## src/rtl/pri_codec_pkg.sv

```systemverilog
// Shared definitions for the priority encode/decode path.
// Both the encoder and the receive-side decoder/accumulator import this package.
package pri_codec_pkg;

  localparam int IDX_W = 3;
  localparam int VEC_W = 1 << IDX_W;
  localparam int CNT_W = 4;

  typedef enum logic {
    IDLE = 1'b0,
    ACC  = 1'b1
  } acc_state_t;

  typedef logic [IDX_W-1:0] idx_t;
  typedef logic [VEC_W-1:0] vec_t;
  typedef logic [CNT_W-1:0] cnt_t;

endpackage

```

## src/rtl/onehot_dec.sv

```systemverilog
// Combinational index-to-one-hot decoder.
// When the enable is low, no bit is set.
module onehot_dec
  import pri_codec_pkg::*;
(
  input  idx_t idx,
  input  logic en,
  output vec_t onehot
);

  always_comb begin
    onehot = '0;
    if (en) onehot[idx] = 1'b1;
  end

endmodule

```

## src/rtl/pri_decoder_accum.sv

```systemverilog
// Rebuilds 8-bit request vectors from encoded beats.
// Each group is accumulated, then emitted on a registered valid/ready port.
module pri_decoder_accum
  import pri_codec_pkg::*;
(
  input  logic             clk,
  input  logic             rst,
  input  logic             s_valid,
  output logic             s_ready,
  input  logic [IDX_W-1:0] s_idx,
  input  logic             s_hit,
  input  logic             s_last,
  output logic             m_valid,
  input  logic             m_ready,
  output logic [VEC_W-1:0] m_mask,
  output logic [CNT_W-1:0] m_count,
  output logic             m_dup,
  output logic             m_ord_err
);

  acc_state_t state, state_d;

  vec_t acc_mask;
  cnt_t acc_cnt;
  logic acc_dup;
  logic acc_ord;
  idx_t prev_idx;
  logic prior_hit;

  vec_t hit_bit;
  logic already_set;
  logic accept;

  vec_t nxt_mask;
  cnt_t nxt_cnt;
  logic nxt_dup;
  logic nxt_ord;
  idx_t nxt_prev;
  logic nxt_prior;

  // Input stalls only while a finished group is held at the output.
  assign s_ready = ~m_valid | m_ready;
  assign accept  = s_valid & s_ready;

  onehot_dec u_dec (
    .idx    (s_idx),
    .en     (s_hit),
    .onehot (hit_bit)
  );

  assign already_set = |(acc_mask & hit_bit);

  // Accumulator update for the current beat, including its contribution.
  always_comb begin
    nxt_mask  = acc_mask | hit_bit;
    nxt_cnt   = acc_cnt + {{(CNT_W-1){1'b0}}, (s_hit & ~already_set)};
    nxt_dup   = acc_dup | (s_hit & already_set);
    nxt_ord   = acc_ord;
    if (s_hit && (state == ACC) && prior_hit && (s_idx > prev_idx))
      nxt_ord = 1'b1;
    nxt_prev  = s_hit ? s_idx : prev_idx;
    nxt_prior = prior_hit | s_hit;
  end

  always_comb begin
    state_d = state;
    if (accept) state_d = s_last ? IDLE : ACC;
  end

  always_ff @(posedge clk) begin
    if (rst) state <= IDLE;
    else     state <= state_d;
  end

  // Accumulator: clears on group close so the next beat starts a fresh group.
  always_ff @(posedge clk) begin
    if (rst || (accept && s_last)) begin
      acc_mask  <= '0;
      acc_cnt   <= '0;
      acc_dup   <= 1'b0;
      acc_ord   <= 1'b0;
      prev_idx  <= '0;
      prior_hit <= 1'b0;
    end else if (accept) begin
      acc_mask  <= nxt_mask;
      acc_cnt   <= nxt_cnt;
      acc_dup   <= nxt_dup;
      acc_ord   <= nxt_ord;
      prev_idx  <= nxt_prev;
      prior_hit <= nxt_prior;
    end
  end

  // Output stage: a closing beat can load while the previous group hands off.
  always_ff @(posedge clk) begin
    if (rst) begin
      m_valid   <= 1'b0;
      m_mask    <= '0;
      m_count   <= '0;
      m_dup     <= 1'b0;
      m_ord_err <= 1'b0;
    end else if (accept && s_last) begin
      m_valid   <= 1'b1;
      m_mask    <= nxt_mask;
      m_count   <= nxt_cnt;
      m_dup     <= nxt_dup;
      m_ord_err <= nxt_ord;
    end else if (m_ready) begin
      m_valid   <= 1'b0;
    end
  end

endmodule
```

## config.mk

```make
export PLATFORM = sky130hd
export DESIGN_NAME = pri_decoder_accum
export DESIGN_NICKNAME = d
export VERILOG_FILES = /design/src/rtl/pri_codec_pkg.sv /design/src/rtl/onehot_dec.sv /design/src/rtl/pri_decoder_accum.sv
export SDC_FILE = /design/constraint.sdc
export NUM_CORES = 1
export LEC_CHECK = 0
export CAP_MARGIN = 10
export CELL_PAD_IN_SITES_DETAIL_PLACEMENT = 1
export CELL_PAD_IN_SITES_GLOBAL_PLACEMENT = 1
export CORE_MARGIN = 1
export CORE_UTILIZATION = 39
export DETAILED_ROUTE_END_ITERATION = 16
export PLACE_DENSITY = 0.77
export RECOVER_POWER = 50
export SYNTH_ARGS = -nofsm -noshare
export SYNTH_HDL_FRONTEND = slang
export SYNTH_SLANG_ARGS = --single-unit
```

## constraint.sdc

```tcl
create_clock -name clk -period 2.32 [get_ports clk]
set_input_delay 0.232 -clock clk [delete_from_list [all_inputs] [get_ports clk]]
set_output_delay 0.232 -clock clk [all_outputs]
set_load 0.01 [all_outputs]
```

==> metrics.txt <==
Crit path required time 2490 ps; Final Skew 6.253 ps; clock network power share 36.1%; switching power share of the total 25.70%; H-tree depth 2; top post-synthesis cells by area dfxtp_1 (45%), nor2_1 (7.5%), ha_1 (4.2%); Ant. Diodes 0; GRT Overall Usage 21.63%; gr ovfl total 0; Sink Count 34; FF+latch count, synth 34; post-CTS setup buffer count 0; Seq pwr share 49.6%; Avg WL per Cell 15.28 µm; global-route wire length before repair 6465 µm; status finished clean; Post-CTS Hold Fix Bufs 0; CORE AREA 3661 µm²; Final Setup Violations 0; YS warnings 0; Setup CP Type input port to register; # fillers 426; initial antenna violation count 0; Clock Latency Late Sink 290 ps; count of final max-slew check failures 0; routability cong. 0.8733; via count of the first global-routing pass 1,392; crit-path cells clkdlybuf4s50_1, mux2i_1, nor4b_1, nor3_2, and2_1, ha_1, and3_1, nand3_1, xor2_1, nor2_1; post-cts resize count 1; Cell Pwr Density 644.1 nW/µm²; Synth cell types 33; cell accounting for the most synthesized area dfxtp_1; Max Root-Sink Buffers 2; P_int 926.9 µW; Register Area 680.7 µm²; Starting DRT DRC Count 58; Buf+Inv Stages, Crit Path 1; largest net degree at the start of global routing 19; Finished Layout Cells 252; Multi-input gate area 737.0 µm²; register area share after synthesis 45.41%; Net Sw Power 320.6 µW; I/O Buffers 24; Cell Area, Synth 1499 µm²; via count 1,338; period utilization 93.16%; io pins 25; initial cell density of the core 40.94%; Residual DRC 0; DRT Pass-1 Iters 4; drt via density 5.310; minimum clock period after layout 2161 ps; layout cells sized above 1 13.73%; DIE HEIGHT 64.00 µm; Final HPWL DP 2856 µm; synthesis-to-finish area growth 29.22%; Peak supply drop 0.0002811 V; Syn Inst Count 169; CP Data Arrival Time 2330 ps; Syn Area/Cell 8.869 µm²; remaining antenna violation count 0; Post-Route WL 3850 µm; CP Capture Type register; dpl cell area 1849 µm²; row cnt 22; post-route cell area 1937 µm²; Final #Nets 217; Fin. Hold Viols 0; Pleak 0.0007907 µW; Max FO, Critical Path 5; syn_nets 183; normalized max-slew margin 62.57%; critical path's slowest cell clkdlybuf4s50_1; cts bufs inserted 5; Tightest Pin Transition 561.5 ps; unrepaired setup endpoints after global routing no; Top delay family on crit path simple AND/OR/NAND/NOR gates; dpl cells 244; startpoint types input port; die area 4095 µm²; die width 64.00 µm; total of max-cap violations 0; clk root buf clkbuf_8; total power 1247 µW; Comb pwr share 14.3%; f_max 0.4627 GHz; Hold/Removal Path Class register to register; biggest cell delay along the critical path 590 ps; CTS tree yes; clk slew on worst S/H paths 70 ps; share of the synthesized area in the top cell type 45.41%
## flip-flops by register name, indices dropped and copies added, names as in the netlist
name and flops:
m_count 4, m_dup 1, m_ord_err 1, m_valid 1
acc_ord 1, acc_mask 8, acc_cnt 4, m_mask 8
state 1, prev_idx 3, prior_hit 1, acc_dup 1
## power groups by stage
stage	Sequential, µW	Clock, µW	Combinational [µW]
6_report	619	450	179
5_1_grt	621	490	196
4_1_cts	620	463	187
3_5_place_dp	633	0	186
3_3_place_gp	631	0	178
2_1_floorplan	638	0	91.0
## per-layer routing
layer / track usage (%) / share of wire [%] / vias up
li1: - / - / 662
met3: 3.929 / 2.8 / 12
met4: 14.20 / 3.4 / 0
met2: 36.97 / 50 / 26
met5: 0 / 0 / -
met1: 24.45 / 43 / 638
## Yosys cell counts
| cell | instances |
|---|---|
| o21ai_1 | 1 |
| dfxtp_1 | 34 |
| nand2_1 | 12 |
| nand3_1 | 6 |
| a41oi_1 | 3 |
| nand2b_1 | 2 |
| and3_1 | 3 |
| o21a_1 | 1 |
| mux2i_1 | 4 |
| buf_4 | 2 |
| nor2b_1 | 3 |
| o31ai_1 | 1 |
| xor2_1 | 2 |
| a211oi_2 | 2 |
| a21oi_1 | 7 |
| nor3_1 | 8 |
| mux2_2 | 1 |
| o41ai_2 | 1 |
| xnor2_1 | 2 |
| nor4b_1 | 2 |
| ha_1 | 5 |
| a32o_1 | 1 |
| nor3_2 | 1 |
| inv_1 | 5 |
| and2_1 | 2 |
| clkbuf_2 | 1 |
| buf_2 | 7 |
| a311oi_1 | 3 |
| mux2_4 | 1 |
| a31oi_1 | 7 |
| nor2_1 | 30 |
| clkbuf_1 | 2 |
| a211oi_1 | 7 |
## metrics by stage
stage	util [%]	setup slack (ps)	setup TNS [ps]	hold WS [ps]
floorplan	-	436.1	0	337.0
global placement	50.51	-170.0	-723.5	435.0
detailed placement	50.51	-297.7	-1573	446.0
global route	52.91	21.16	0	485.5
CTS	52.97	163.8	0	463.8
finish	52.91	158.7	0	455.2
## area by class of cell
| class | count | area share (%) |
|---|---|---|
| multi-input combinational | 118 | 38.05 |
| sequential | 34 | 35.14 |
| timing repair buffer | 39 | 18.02 |
| clock buffer | 7 | 4.457 |
| tap | 48 | 3.101 |
| inverter | 5 | 0.9690 |
| clock inverter | 1 | 0.2584 |
## worst paths after layout
check / from / end / slack (ps) / cells after the start
worst max register to register: acc_mask[4]$_SDFFE_PP0P_ / acc_cnt[3]$_SDFFE_PP0P_ / 290 / 9
worst min register to register: m_count[0]$_SDFFE_PP0P_ / m_count[0]$_SDFFE_PP0P_ / 460 / 2
worst min-delay path: m_count[0]$_SDFFE_PP0P_ / m_count[0]$_SDFFE_PP0P_ / 460 / 2
worst max-delay path: s_idx[0] / acc_cnt[3]$_SDFFE_PP0P_ / 160 / 10
## worst reg2reg max path, delay by kind of cell (launching register included)
family	cells	cell delay, ps
xor gates and xnor gates	1	160
and+or+nand+nor	5	750
muxes	1	270
AOI/OAI and AO/OA	1	260
adders and majority gates	1	160
DFF	1	330
## cells in the final DEF (no fill, tap or decap)
cell type / Yosys / final
xor2_1: 2 / 2
a211oi_2: 2 / 2
nand2_1: 12 / 12
nor3_1: 8 / 8
clkbuf_8: 0 / 6
nand3_1: 6 / 6
inv_1: 5 / 5
mux2_4: 1 / 1
o31ai_1: 1 / 1
and2_1: 2 / 2
ha_1: 5 / 5
a32o_1: 1 / 1
nor2b_1: 3 / 3
a31oi_1: 7 / 7
xnor2_1: 2 / 2
mux2_2: 1 / 1
nor2_1: 30 / 30
clkdlybuf4s50_1: 0 / 7
o41ai_2: 1 / 1
nor4b_1: 2 / 2
a211oi_1: 7 / 7
clkinv_2: 0 / 1
a21oi_1: 7 / 7
nor3_2: 1 / 1
nand2b_1: 2 / 2
dlygate4sd2_1: 0 / 1
clkbuf_2: 1 / 1
clkbuf_1: 2 / 1
o21ai_1: 1 / 1
mux2i_1: 4 / 4
o21a_1: 1 / 1
a311oi_1: 3 / 3
and3_1: 3 / 3
dfxtp_1: 34 / 34
buf_4: 2 / 14
dlygate4sd3_1: 0 / 16
a41oi_1: 3 / 3
## logic make-up after synthesis
group	Yosys count	synth area share, %
and+or+nand+nor	69	21.20
AOI/OAI and AO/OA	34	17.03
DFF	34	45.41
buffers and inverters	17	5.425
muxes	6	4.424
adders and majority gates	5	4.174
xor gates and xnor gates	4	2.338
Note: power is estimated with default switching activity, not from simulation.
